[src/rtl/code_lock_fsm_pkg.sv]
// Shared definitions for the keypad code-lock checker.
package code_lock_fsm_pkg;

  typedef enum logic [2:0] {
    ST_ENTRY   = 3'd0,
    ST_CHECK   = 3'd1,
    ST_OPEN    = 3'd2,
    ST_FAIL    = 3'd3,
    ST_LOCKOUT = 3'd4
  } state_t;

  // Width of one BCD keypad digit.
  localparam int BCD_DW  = 4;
  // Largest digit value accepted from the keypad.
  localparam int BCD_MAX = 9;

endpackage

[src/rtl/code_lock_fsm_digit_shift_reg.sv]
// Entry buffer: shifts accepted digits in at the LS end and counts them.
module digit_shift_reg
  import code_lock_fsm_pkg::*;
#(
  parameter int DIGITS = 4,
  parameter int DW     = BCD_DW
) (
  input  logic                          clk,
  input  logic                          rst,
  input  logic                          load,
  input  logic                          clr,
  input  logic [DW-1:0]                 din,
  output logic [DIGITS*DW-1:0]          buffer,
  output logic [$clog2(DIGITS+1)-1:0]   cnt
);

  localparam int BW = DIGITS * DW;
  localparam int CW = $clog2(DIGITS + 1);

  // Clear has priority over load; the count saturates at DIGITS.
  always_ff @(posedge clk) begin
    if (rst || clr) begin
      buffer <= '0;
      cnt    <= '0;
    end else if (load && (cnt != CW'(DIGITS))) begin
      buffer <= BW'({buffer, din});
      cnt    <= cnt + CW'(1);
    end
  end

endmodule

[src/rtl/code_lock_fsm.sv]
// Code-entry checker: collects DIGITS BCD digits, compares them against
// PASSWORD and drives unlock / fail / lockout status downstream.
//
// state      | meaning
// ENTRY      | collecting digits from the keypad
// CHECK      | one cycle comparing the full buffer with PASSWORD
// OPEN       | correct code, unlocked until clear
// FAIL       | one cycle wrong-code pulse, buffer cleared
// LOCKOUT    | too many wrong codes, inputs ignored for LOCK_CYCLES
module code_lock_fsm
  import code_lock_fsm_pkg::*;
#(
  parameter int                      DIGITS      = 4,
  parameter int                      DW          = BCD_DW,
  parameter logic [DIGITS*DW-1:0]    PASSWORD    = 16'h1234,
  parameter int                      MAX_FAIL    = 3,
  parameter int                      LOCK_CYCLES = 100000000
) (
  input  logic                            clk,
  input  logic                            rst,
  input  logic                            digit_valid,
  input  logic [DW-1:0]                   digit,
  input  logic                            clear,
  output logic [DIGITS*DW-1:0]            code_disp,
  output logic [$clog2(DIGITS+1)-1:0]     entry_cnt,
  output logic                            unlocked,
  output logic                            fail,
  output logic                            locked,
  output logic [$clog2(MAX_FAIL+1)-1:0]   fail_cnt
);

  localparam int CW = $clog2(DIGITS + 1);
  localparam int FW = $clog2(MAX_FAIL + 1);
  localparam int TW = $clog2(LOCK_CYCLES);

  state_t          state;
  logic [TW-1:0]   timer;
  logic            accept;
  logic            buf_clr;
  logic            match;
  logic [DIGITS*DW-1:0] buffer;
  logic [CW-1:0]   cnt;

  // A digit is taken only while collecting, only if it is a real BCD value,
  // and never in the same cycle as an abort.
  assign accept  = (state == ST_ENTRY) && digit_valid && !clear &&
                   (digit <= DW'(BCD_MAX));

  // Buffer is wiped on abort, on relock, after a wrong code and at lockout end.
  assign buf_clr = ((state == ST_ENTRY) && clear) ||
                   ((state == ST_OPEN) && clear) ||
                   (state == ST_FAIL) ||
                   ((state == ST_LOCKOUT) && (timer == '0));

  // Comparison of the registered buffer; only consumed in CHECK.
  assign match = &(buffer ~^ PASSWORD);

  digit_shift_reg #(
    .DIGITS (DIGITS),
    .DW     (DW)
  ) u_shift (
    .clk    (clk),
    .rst    (rst),
    .load   (accept),
    .clr    (buf_clr),
    .din    (digit),
    .buffer (buffer),
    .cnt    (cnt)
  );

  assign code_disp = buffer;
  assign entry_cnt = cnt;

  // Sequencing, failure counting, lockout timer and registered status outputs.
  always_ff @(posedge clk) begin
    if (rst) begin
      state    <= ST_ENTRY;
      unlocked <= 1'b0;
      fail     <= 1'b0;
      locked   <= 1'b0;
      fail_cnt <= '0;
      timer    <= '0;
    end else begin
      fail <= 1'b0;
      case (state)
        ST_ENTRY: begin
          if (accept && (cnt == CW'(DIGITS - 1))) begin
            state <= ST_CHECK;
          end
        end
        ST_CHECK: begin
          if (match) begin
            fail_cnt <= '0;
            unlocked <= 1'b1;
            state    <= ST_OPEN;
          end else if (fail_cnt == FW'(MAX_FAIL - 1)) begin
            fail_cnt <= FW'(MAX_FAIL);
            timer    <= TW'(LOCK_CYCLES - 1);
            locked   <= 1'b1;
            fail     <= 1'b1;
            state    <= ST_LOCKOUT;
          end else begin
            fail_cnt <= fail_cnt + FW'(1);
            fail     <= 1'b1;
            state    <= ST_FAIL;
          end
        end
        ST_OPEN: begin
          if (clear) begin
            unlocked <= 1'b0;
            state    <= ST_ENTRY;
          end
        end
        ST_FAIL: begin
          state <= ST_ENTRY;
        end
        ST_LOCKOUT: begin
          if (timer == '0) begin
            fail_cnt <= '0;
            locked   <= 1'b0;
            state    <= ST_ENTRY;
          end else begin
            timer <= timer - TW'(1);
          end
        end
        default: begin
          state <= ST_ENTRY;
        end
      endcase
    end
  end

endmodule

[config.mk]
export PLATFORM = sky130hd
export DESIGN_NAME = code_lock_fsm
export DESIGN_NICKNAME = d
export VERILOG_FILES = /design/src/rtl/code_lock_fsm_pkg.sv /design/src/rtl/code_lock_fsm_digit_shift_reg.sv /design/src/rtl/code_lock_fsm.sv
export SDC_FILE = /design/constraint.sdc
export NUM_CORES = 1
export LEC_CHECK = 0
export ABC_CLOCK_PERIOD_IN_PS = 7400
export CAP_MARGIN = 40
export CORE_MARGIN = 1.5
export CORE_UTILIZATION = 59
export CTS_BUF_LIST = sky130_fd_sc_hd__clkbuf_8 sky130_fd_sc_hd__clkbuf_16
export DETAILED_ROUTE_END_ITERATION = 10
export HOLD_SLACK_MARGIN = 0.02
export PLACE_DENSITY = 0.84
export SYNTH_ARGS = -nofsm -noshare
export SYNTH_HDL_FRONTEND = slang
export SYNTH_SLANG_ARGS = --single-unit
[constraint.sdc]
create_clock -name clk -period 7.4 [get_ports clk]
set_input_delay 1.11 -clock clk [delete_from_list [all_inputs] [get_ports clk]]
set_output_delay 1.11 -clock clk [all_outputs]
set_load 0.01 [all_outputs]
Word level (Yosys, flattened, before mapping)
Index checks and enable logic that the tools add are counted.
Word-level totals
  bits in registers: 54
  input port bits: 8
Cells by class
  $add $sub $neg: 3
  magnitude comparators: 1
  equality and inequality tests: 14
  mux-type cells: 22
  bitwise logic cells: 2
  reductions and logical operators: 24
Operator list (number)
  $mux W27: 3
  $pmux W27 S2: 1
  $logic_not A27 Y1: 1
  $sub A27 B1 Y27 const B: 1
  $reduce_and A16 Y1: 1
  $mux W3: 5
  $pmux W3 S4: 1
  $not A11 Y11: 1
  $ne A2 B2 Y1 const B: 5
  $eq A3 B2 Y1 const B: 3
  $logic_and A1 B1 Y1: 8
  $reduce_and A4 Y1: 2
  $mux W1: 6
  $mux W2: 3
  $reduce_and A3 Y1: 2
  $le A4 B4 Y1 const B: 1
  $logic_or A1 B1 Y1: 4
  $ne A2 B1 Y1 const B: 2
  $pmux W1 S2: 2
  $pmux W2 S2: 1
  $reduce_bool A2 Y1: 2
  $add A3 B1 Y3 const B: 1
  $eq A3 B1 Y1 const B: 1
  $eq A3 B3 Y1 const B: 1
  other kinds (8): 8

Logic depth before layout (Yosys ltp)
  word-level depth: 7
  gate-level depth with buffers: 9
  depth with buffers taken out: 7

Cells and area by module
Synthesis repeated with hierarchy kept, for this count alone.
Second synthesis, totals
  cell total of the unflattened synthesis: 304
  area, all modules: 2810.2 um^2
Modules (own cells, without submodules)
  code_lock_fsm: times used 1, cells an instance 228, area an instance 1930.6 um^2
  digit_shift_reg: times used 1, cells an instance 76, area an instance 879.6 um^2

Least setup slack after synthesis
Ideal clock, no wire load.
  path type: register -> register
  from: register timer[0]
  to: register timer[24]
  library setup time: 74 ps
  arrival: 2519 ps
  data required time: 7326 ps
  setup slack: 4807 ps
  cell stages (with the launch flop): 9
  path buffers: 2
  clock period less this slack: 2593 ps
  cell sequence: dfxtp_1 inv_1 ha_1 buf_2 or4b_2 or4_1 clkbuf_1 or4_1 a31oi_1
On the way
  cells in the longest elaborated chain, start to end: 3
RTL lines
  start: declaration: RTL line code_lock_fsm.sv:37  | logic [TW-1:0] timer;
  start signal: assignment: RTL line code_lock_fsm.sv:98  | timer <= TW'(LOCK_CYCLES - 1);
  start signal: assignment: RTL line code_lock_fsm.sv:123  | timer <= timer - TW'(1);
  $sub A27 B1 Y27 or $logic_not A27 Y1 (tied branches): RTL line code_lock_fsm.sv:123, code_lock_fsm.sv:118
  $mux W27 or $ne A2 B2 Y1 (tied branches)
  $pmux W27 S2 or $reduce_and A4 Y1 (tied branches)
Parallel ways exist; a longest one is shown, timed or not. The select of a mux whose other input is x is not followed.
A chain may end at the register's enable or synchronous reset.

Final worst setup path
  from: register timer[0]
  to: register timer[5]
The elaborated chain is that of the path after synthesis.

==> out/qor.yml <==
routing:
  routed_wire_length_per_instance_um: 15.1
  num_vias: 2224
  ant_nets: 0
  first_pass_iters: 4
  viasPerCell: 6.11
  wl_um: 5480
  remaining_drc_errors: 0
  detail_route.iter0.violations: 177
status:
  outcome: "completed"
clocking:
  cts_inserted_buffers: 5
  cts_max_path_buffers: 2
  cts_max_level: 2
  worst_skew_pair.late_latency_ps: 320
  cts.hold.buffers_added: 0
  master_cell_of_the_clock_root_buffer: "clkbuf_8"
  post_cts.repair.setup_buffers: 0
  tritoncts: "done"
  tritoncts_num_sinks: 54
  clock_pin_transition_on_the_worst_setup_and_hold_timing_paths_ps: 100
  cts_repair_resize_count: 0
synth:
  post-synth-top-area-cell: "dfxtp_1"
  synth_most_common_cell: "dfxtp_1"
  syn-mean-instance-area_sq_um: 8.83
  number_of_enable_type_register_cells_in_the_synthesized_netlist: 0
  synth_top_cells_by_count: "dfxtp_1 (54), nor2_1 (36), a21oi_1 (21)"
  post-synth-top-area-fraction_pct: 42.5
  number_of_synthesized_register_bits: 54
  synth-async-reset-ratio_pct: 0
  postSynthNetCount: 301
  netlist-cell-type-count: 45
  postSynthCellCount: 288
  yosys_warnings: 0
  netlist_area_before_placement_sq_mm: 0.00254
  yosysSeqAreaShare_pct: 42.5
  ys.flop_type: "dfxtp_1"
  ys_top_cells_by_area: "dfxtp_1 (43%), mux2i_1 (7.5%), nor2_1 (5.3%)"
placement:
  globalplace.congestion: 0.839
  detailed_place_hpwl_um: 3830
  place_worst_setup_slack_ps: 4540
  port_buffers: 31
global_routing:
  grt_first_pass_wirelength_um: 8730
  antenna_found_initial: 0
  maximum_number_of_pins_on_one_net_before_global_route_repair: 29
  via_count_of_the_first_global_routing_pass: 2009
  gr-usage-all-layers_pct: 25.0
  overflow_left_after_global_routing: 0
critical_path:
  ws_path_type: "reg -> reg"
  cp_cell_sequence: "inv_1 > ha_1 > or4b_2 > nor4_1 > a21oi_1 > a211oi_1 > a311oi_1"
  critical_path.max_stage_delay_ps: 690
  setup.reg_to_reg.worst_slack_ps: 4540
  worstPathRequired_ps: 7560
  critPathSlowestCell: "or4b_2"
  cp_max_fo: 12
  critical_path.top_delay_family: "simple AND/OR/NAND/NOR gates"
  setup.worst_path.end_class: "flip-flop"
  arrival_time_reported_for_the_critical_path_endpoint_ps: 3020
  crit_path_start_kind: "flip-flop"
  critPathBufInv: 1
timing:
  slew-limit-headroom_pct: 41.6
  fmaxAchievable_mhz: 350
  worst_pin_slew_ps: 876
  setup_total_negative_slack_ps: 0
  finalCritPeriodShare_pct: 38.6
  period_minus_slack_ps: 2860
  layout_skew_ps: 6.50
  setup-violations-final: 0
  finalWorstSetupSlack_ps: 4540
  rsz_0062_raised_after_global_routing: "no"
  finalHoldViolations: 0
  finalHoldWorstSlack_ps: 479
  final_max_slew_violation_count: 0
floorplan:
  die_height_um: 68.6
  floorplan.rows: 23
  i_o_pin_cnt: 32
  design.die.area_sq_mm: 0.00471
  floorplan.core_area_sq_mm: 0.00406
  initial_utilization_pct: 62.7
  chipWidth_um: 68.6
finish:
  share_of_layout_cells_above_drive_strength_1_pct: 6.05
  final_net_count: 326
  synthToLayoutAreaGrowth_pct: 17.4
  antennaDiodeCount: 0
  post-route-util_pct: 73.5
power:
  pwr_density_cell_mw_per_mm2: 172
  power.share.switching_pct: 21.9
  comb_power_share_pct: 3.8
  p_sw_mw: 0.113
  max-vdd-ir-drop_uv: 111
  report.power.total_mw: 0.514
  leakage_nw: 1.17
  seqPwrFrac_pct: 56.7
  internal-power_mw: 0.402
  power.clock.fraction_pct: 39.4
hold_path:
  tightest_hold_check_type: "reg -> reg"
flow_run:
  maxCapViolCount: 0
[path summary, 6_finish.rpt]
check,from,endpoint,cells past startpoint
max,timer[0],timer[5],7
min,timer[26],timer[26],2
max reg2reg,timer[0],timer[5],7
min reg2reg,timer[26],timer[26],2
[through the flow]
step	cell area, sq um	instances
final	2980	364
after global routing	2980	364
after CTS	2980	364
after detailed placement	2870	356
after global placement	2870	356
after floorplan	2540	288
[layout by cell type (no fill, tap or decap), drive strengths merged, types with 2 or more instances in the layout]
| cell type | instances |
|---|---|
| a211oi | 9 |
| nand3 | 8 |
| or4 | 13 |
| o31ai | 2 |
| o41ai | 2 |
| xnor2 | 8 |
| clkdlybuf4s50 | 31 |
| nor2 | 36 |
| inv | 9 |
| clkbuf | 5 |
| and4 | 3 |
| xor2 | 3 |
| dfxtp | 54 |
| or4b | 2 |
| nand4 | 4 |
| a31oi | 4 |
| o21ai | 10 |
| or2 | 3 |
| nor4 | 7 |
| nand2 | 10 |
| ha | 5 |
| a311oi | 3 |
| nor4b | 2 |
| o2111ai | 2 |
| and2 | 3 |
| nor3 | 13 |
| a2111oi | 2 |
| a211o | 2 |
| a21oi | 21 |
| buf | 2 |
| mux2i | 19 |
| or3 | 4 |
[per-layer routing]
| metal | share of wire (%) | vias up | global-route usage (%) | routed length (um) |
|---|---|---|---|---|
| met3 | 4.4 | 10 | 5.36 | 240 |
| met1 | 46 | 1033 | 30.6 | 2500 |
| met5 | 0 | - | 0 | 0 |
| li1 | - | 1120 | - | - |
| met4 | 2.1 | 0 | 12.8 | 114 |
| met2 | 48 | 61 | 41.1 | 2630 |
[sequential cells by signal, summed over array words and instances (netlist names)]
name,cells
fail,1
fail_cnt,2
locked,1
state,3
timer,27
u_shift.buffer,16
u_shift.cnt,3
unlocked,1
[worst reg2reg max path, stage by stage (launching register included)]
cell and delay (ps):
dfxtp_1 360, inv_1 70, ha_1 320, or4b_2 690, nor4_1 510, a21oi_1 390, a211oi_1 300, a311oi_1 80
[power groups by stage]
stage               clock [mW]  combinational, mW  sequential (mW)
finish                   0.203             0.0197            0.292
global route             0.216             0.0215            0.292
CTS                      0.205             0.0198            0.292
detailed placement           0             0.0197            0.299
global placement             0             0.0194            0.299
floorplan                    0             0.0116            0.299
[cell type report]
cell class | count | area (sq um)
multi-input combinational | 211 | 1370
sequential | 54 | 1080
fill | 309 | 1070
timing repair buffer | 33 | 325
clock buffer | 5 | 68.8
tap | 50 | 62.6
clock inverter | 3 | 43.8
inverter | 8 | 30.0
[kinds of logic (layout without fill, tap and decap cells)]
kind of cell	Yosys count	after routing	share of synthesized area [%]
adder cells (fa/ha/maj)	5	5	2.46
multiplexers	20	20	7.92
AO/OA/AOI/OAI	60	60	15.0
AND/OR/NAND/NOR	115	115	24.8
buffers and inverters	23	49	3.49
XOR/XNOR	11	11	3.79
flip-flops	54	54	42.5
Note: power is estimated with default switching activity, not from simulation.
==> RTL edit 1, RTL diff (same flow settings) <==
Encoding of `state_t`: now one-hot (5 bits for 5 states).
--- a/src/rtl/code_lock_fsm_pkg.sv
+++ b/src/rtl/code_lock_fsm_pkg.sv
@@ -2,10 +2,10 @@
 package code_lock_fsm_pkg;
 
-  typedef enum logic [2:0] {
-    ST_ENTRY   = 3'd0,
-    ST_CHECK   = 3'd1,
-    ST_OPEN    = 3'd2,
-    ST_FAIL    = 3'd3,
-    ST_LOCKOUT = 3'd4
+  typedef enum logic [4:0] {
+    ST_ENTRY   = 5'b00001,
+    ST_CHECK   = 5'b00010,
+    ST_OPEN    = 5'b00100,
+    ST_FAIL    = 5'b01000,
+    ST_LOCKOUT = 5'b10000
   } state_t;
 
Function: no difference found for any inputs over 10 cycles, from zero or initial values and one cycle with rst high; not proved beyond that.
==> RTL edit 1 against the original RTL <==
Via count grew 6.2%; design area increased by 4.4%; global-route usage increased by 1.7 points; sequential cell count grew 2; setup slack got worse by 0.0035 ns; clock skew increased by 0.0053 ns; synthesized area increased by 4.7%; power increased by 5.8%; wire length up 16%; synthesized cell count increased by 3.1%; critical path depth did not move; clock power increased by 8%.
==> RTL edit 1: results (changes against the original RTL) <==
stage	metric	value	unit	change
hold_path	worst hold start	unlocked$_SDFFE_PP0P_		
power_and_ir_drop	leak pwr	1.09	nW	-7.0%
outcome	status	finished clean		
cells_and_area	fraction of layout cells with a size suffix above 1	7.38	%	+1.3 points
placement	dpl hpwl	4320	um	+13%
yosys	register area share after synthesis	42.1	%	-0.41 points
global_routing	vias in the first global route	2307		+15%
global_routing	first-pass GRT wire length	10600	um	+22%
drt	Vias/cell	6.26		+2.5%
yosys	count of unique library cells instantiated by Yosys	57		+27%
worst_setup_path	critical path's top delay family	compound AO/OA/AOI/OAI gates		
timing	Setup Skew	0.0118	ns	+0.00527 ns
global_routing	GR Util All Layers	26.7	%	+1.7 points
worst_setup_path	Critical Path AT	3.09	ns	+0.07 ns
timing	Worst Tran Pin Value	0.938	ns	+0.0617 ns
global_routing	largest net degree at the start of global routing	30		+3.4%
worst_setup_path	slowest stage delay, CP	0.75	ns	+0.06 ns
drt	initial DRC count	198		+12%
placement	RePlAce Congestion	0.825		-1.7%
worst_setup_path	Slowest-stage cell, CP	o21ai_2		
drt	Avg WL per Cell	16.8	um	+12%
worst_setup_path	Worst Path Max Fanout	21		+9
cells_and_area	nets	337		+3.4%
cells_and_area	fill count	342		+11%
yosys	Syn Nets	310		+3.0%
cells_and_area	largest registers	timer (27), u_shift.buffer (16), state (5)		
yosys	Post-synth top cells	dfxtp_1, nor2_1, a21oi_1, mux2i_1, inv_1		
yosys	leading post-synthesis cells by cell area	dfxtp_1, mux2i_1, nor2_1		
## RTL edit 1: worst paths after layout
| kind | endpoint | slack, ns | depth (start not counted) |
|---|---|---|---|
| worst min register to register | unlocked$_SDFFE_PP0P_ | 0.48 | 2 |
| worst min-delay path | unlocked$_SDFFE_PP0P_ | 0.48 | 2 |
| worst max-delay path | timer[23]$_SDFFE_PP0P_ | 4.54 | 7 |
| worst max register to register | timer[23]$_SDFFE_PP0P_ | 4.54 | 7 |
## RTL edit 1: cells by family after synthesis
kind of cell	share of synthesized area, %
and+or+nand+nor	24.5
adders and majority gates	2.35
AOI/OAI and AO/OA	17.6
buffers and inverters	4.42
DFF	42.1
muxes	6.39
xor gates and xnor gates	2.63
## RTL edit 1: metal layers
metal | global-route usage, % | vias up | routed length, um
li1 | - | 1157 | -
met1 | 33.8 | 1133 | 2800
met2 | 45.1 | 63 | 3130
met3 | 7.50 | 8 | 335
met4 | 6.62 | 0 | 63
met5 | 0 | - | 0
## RTL edit 1: through the flow
stage / cells / worst slack, ns / cell area [um2] / power [mW] / utilization [%]
after floorplan: 297 / 4.91 / 2660 / 0.323 / -
after global placement: 368 / 4.19 / 2970 / 0.330 / 68.3
after detailed placement: 369 / 4.24 / 2990 / 0.331 / 68.6
after CTS: 377 / 4.57 / 3110 / 0.544 / 71.5
after global routing: 377 / 4.22 / 3110 / 0.559 / 71.5
final: 377 / 4.54 / 3110 / 0.544 / 71.5
## RTL edit 1: where the power goes
part           internal, mW  switching (mW)
combinational        0.0100          0.0114
sequential            0.302        0.000939
clock                 0.120           0.100
total                 0.431           0.113
## RTL edit 1: area by class of cell
cell class,count,area share (%)
multi-input combinational,216,45.7
tap,52,2.09
timing repair buffer,33,10.7
clock inverter,1,0.964
clock buffer,7,3.09
inverter,12,1.45
sequential,56,36.0
## RTL edit 1: worst reg2reg max path: cells and delay by family (launching register included)
family                     cells  cell delay, ns
and+or+nand+nor                3            1.01
adders and majority gates      1            0.24
buffers and inverters          1            0.13
DFF                            1            0.34
AOI/OAI and AO/OA              2            1.05
==> RTL edit 2, RTL diff (same settings) <==
Without the edit above. The parameter `MAX_FAIL` goes from 3 to 6.
--- a/src/rtl/code_lock_fsm.sv
+++ b/src/rtl/code_lock_fsm.sv
@@ -14,5 +14,5 @@
   parameter int                      DW          = BCD_DW,
   parameter logic [DIGITS*DW-1:0]    PASSWORD    = 16'h1234,
-  parameter int                      MAX_FAIL    = 3,
+  parameter int                      MAX_FAIL    = 6,
   parameter int                      LOCK_CYCLES = 100000000
 ) (
Ports: changed (resized fail_cnt); port bits go from 32 to 33. No check against the original RTL was run, so the function may have changed too.
==> RTL edit 2 against the original RTL <==
Global-route usage up 0.41 points; maximum frequency up 1.5%; clock power down 15%; design area up 5.8%; synthesized area up 6.3%; sequential cell count up 1; critical path depth up 1; core utilization down 1.5 points; wire length up 12%; setup slack better by 0.044 ns; sequential share of layout area down 1.4 points; die area up 6.0%; power down 4.0%; critical path type unchanged; largest cell class unchanged.
==> RTL edit 2: results (changes against the original RTL) <==
stage	metric	value	unit	change
outcome	status	finished clean		
drt	vias after detailed routing	2445		+9.9%
yosys	Syn Nets	309		+2.7%
yosys	mux contribution to synthesized area	6.67	%	-1.3 points
yosys	Adder-Cell Fraction of Synth Area	2.78	%	+0.32 points
yosys	leading post-synthesis cells by cell area	dfxtp_1, mux2i_1, nor3_1		
hold_path	worst hold start	locked$_SDFFE_PP0P_		
cells_and_area	nets	337		+3.4%
yosys	Synth Area in Compound Gates	18.7	%	+3.6 points
timing	max_slew headroom	43.7	%	+2.1 points
yosys	Post-Synth XOR/XNOR Area	0.324	%	-3.5 points
global_routing	largest net degree at the start of global routing	28		-3.4%
cells_and_area	fill count	365		+18%
timing	Setup Skew	0.00591	ns	-0.000593 ns
global_routing	vias in the first global route	2340		+16%
timing	Hold Slack	0.493	ns	+0.0141 ns
clock_network	Worst-path clk slew	0.10	ns	about the same
worst_setup_path	Critical Path AT	3.04	ns	+0.02 ns
placement	dpl cells	368		+3.4%
hold_path	hold path endpoint	locked$_SDFFE_PP0P_		
worst_setup_path	Slowest-stage cell, CP	or4_4		
global_routing	first-pass GRT wire length	10500	um	+20%
cells_and_area	fraction of layout cells with a size suffix above 1	7.72	%	+1.7 points
placement	RePlAce Congestion	0.818		-2.5%
worst_setup_path	slowest stage delay, CP	0.60	ns	-0.09 ns
power_and_ir_drop	leak pwr	1.22	nW	+4.6%
yosys	count of unique library cells instantiated by Yosys	49		+8.9%
yosys	register area share after synthesis	40.7	%	-1.8 points
yosys	Post-synth top cells	dfxtp_1, nor3_1, a21oi_1, mux2i_1		
drt	initial DRC count	198		+12%
global_routing	GR Util All Layers	25.4	%	+0.41 points
yosys	Syn Area/Cell	9.16	um2	+3.8%
worst_setup_path	R2R depth	8		+1
placement	Post-Place Worst Slack	4.39	ns	-0.143 ns
placement	dpl hpwl	4320	um	+13%
placement	I/O Buffers	32		+3.2%
worst_setup_path	reg-to-reg slack, setup	4.58	ns	+0.04 ns
drt	final wirelength	6140	um	+12%
==> RTL edit 2: changes by cell type in the layout (fill, tap and decap cells not counted), sizes merged, moves of 4 or more <==
cell / change
nor2: -29
or3: +11
xnor2: -7
a211oi: -4
inv: +4
nor3: +17
nand3: -4
a31oi: +6
o31ai: +12
==> RTL edit 2: area by class of cell <==
type,count,area [um2],area share (%)
well taps,52,65.1,2.06
flip-flops and latches,55,1100,34.9
repair buffers,37,385,12.2
clock buffers,5,68.8,2.18
multi-input cells,212,1470,46.5
inverters,12,45.0,1.43
clock inverters,3,23.8,0.753
==> RTL edit 2: power by group <==
group          switching [mW]  internal, mW  total, mW  leakage [nW]
Sequential           0.000737         0.297      0.297         0.443
Combinational          0.0133        0.0109     0.0242         0.737
Clock                   0.104        0.0679      0.172        0.0408
==> RTL edit 2: layer usage <==
metal	vias up	global-route usage, %	wire length, um
met5	-	0	0
met4	0	9.01	74
met3	8	4.27	252
met2	54	41.5	3030
met1	1182	34.0	2780
li1	1201	-	-
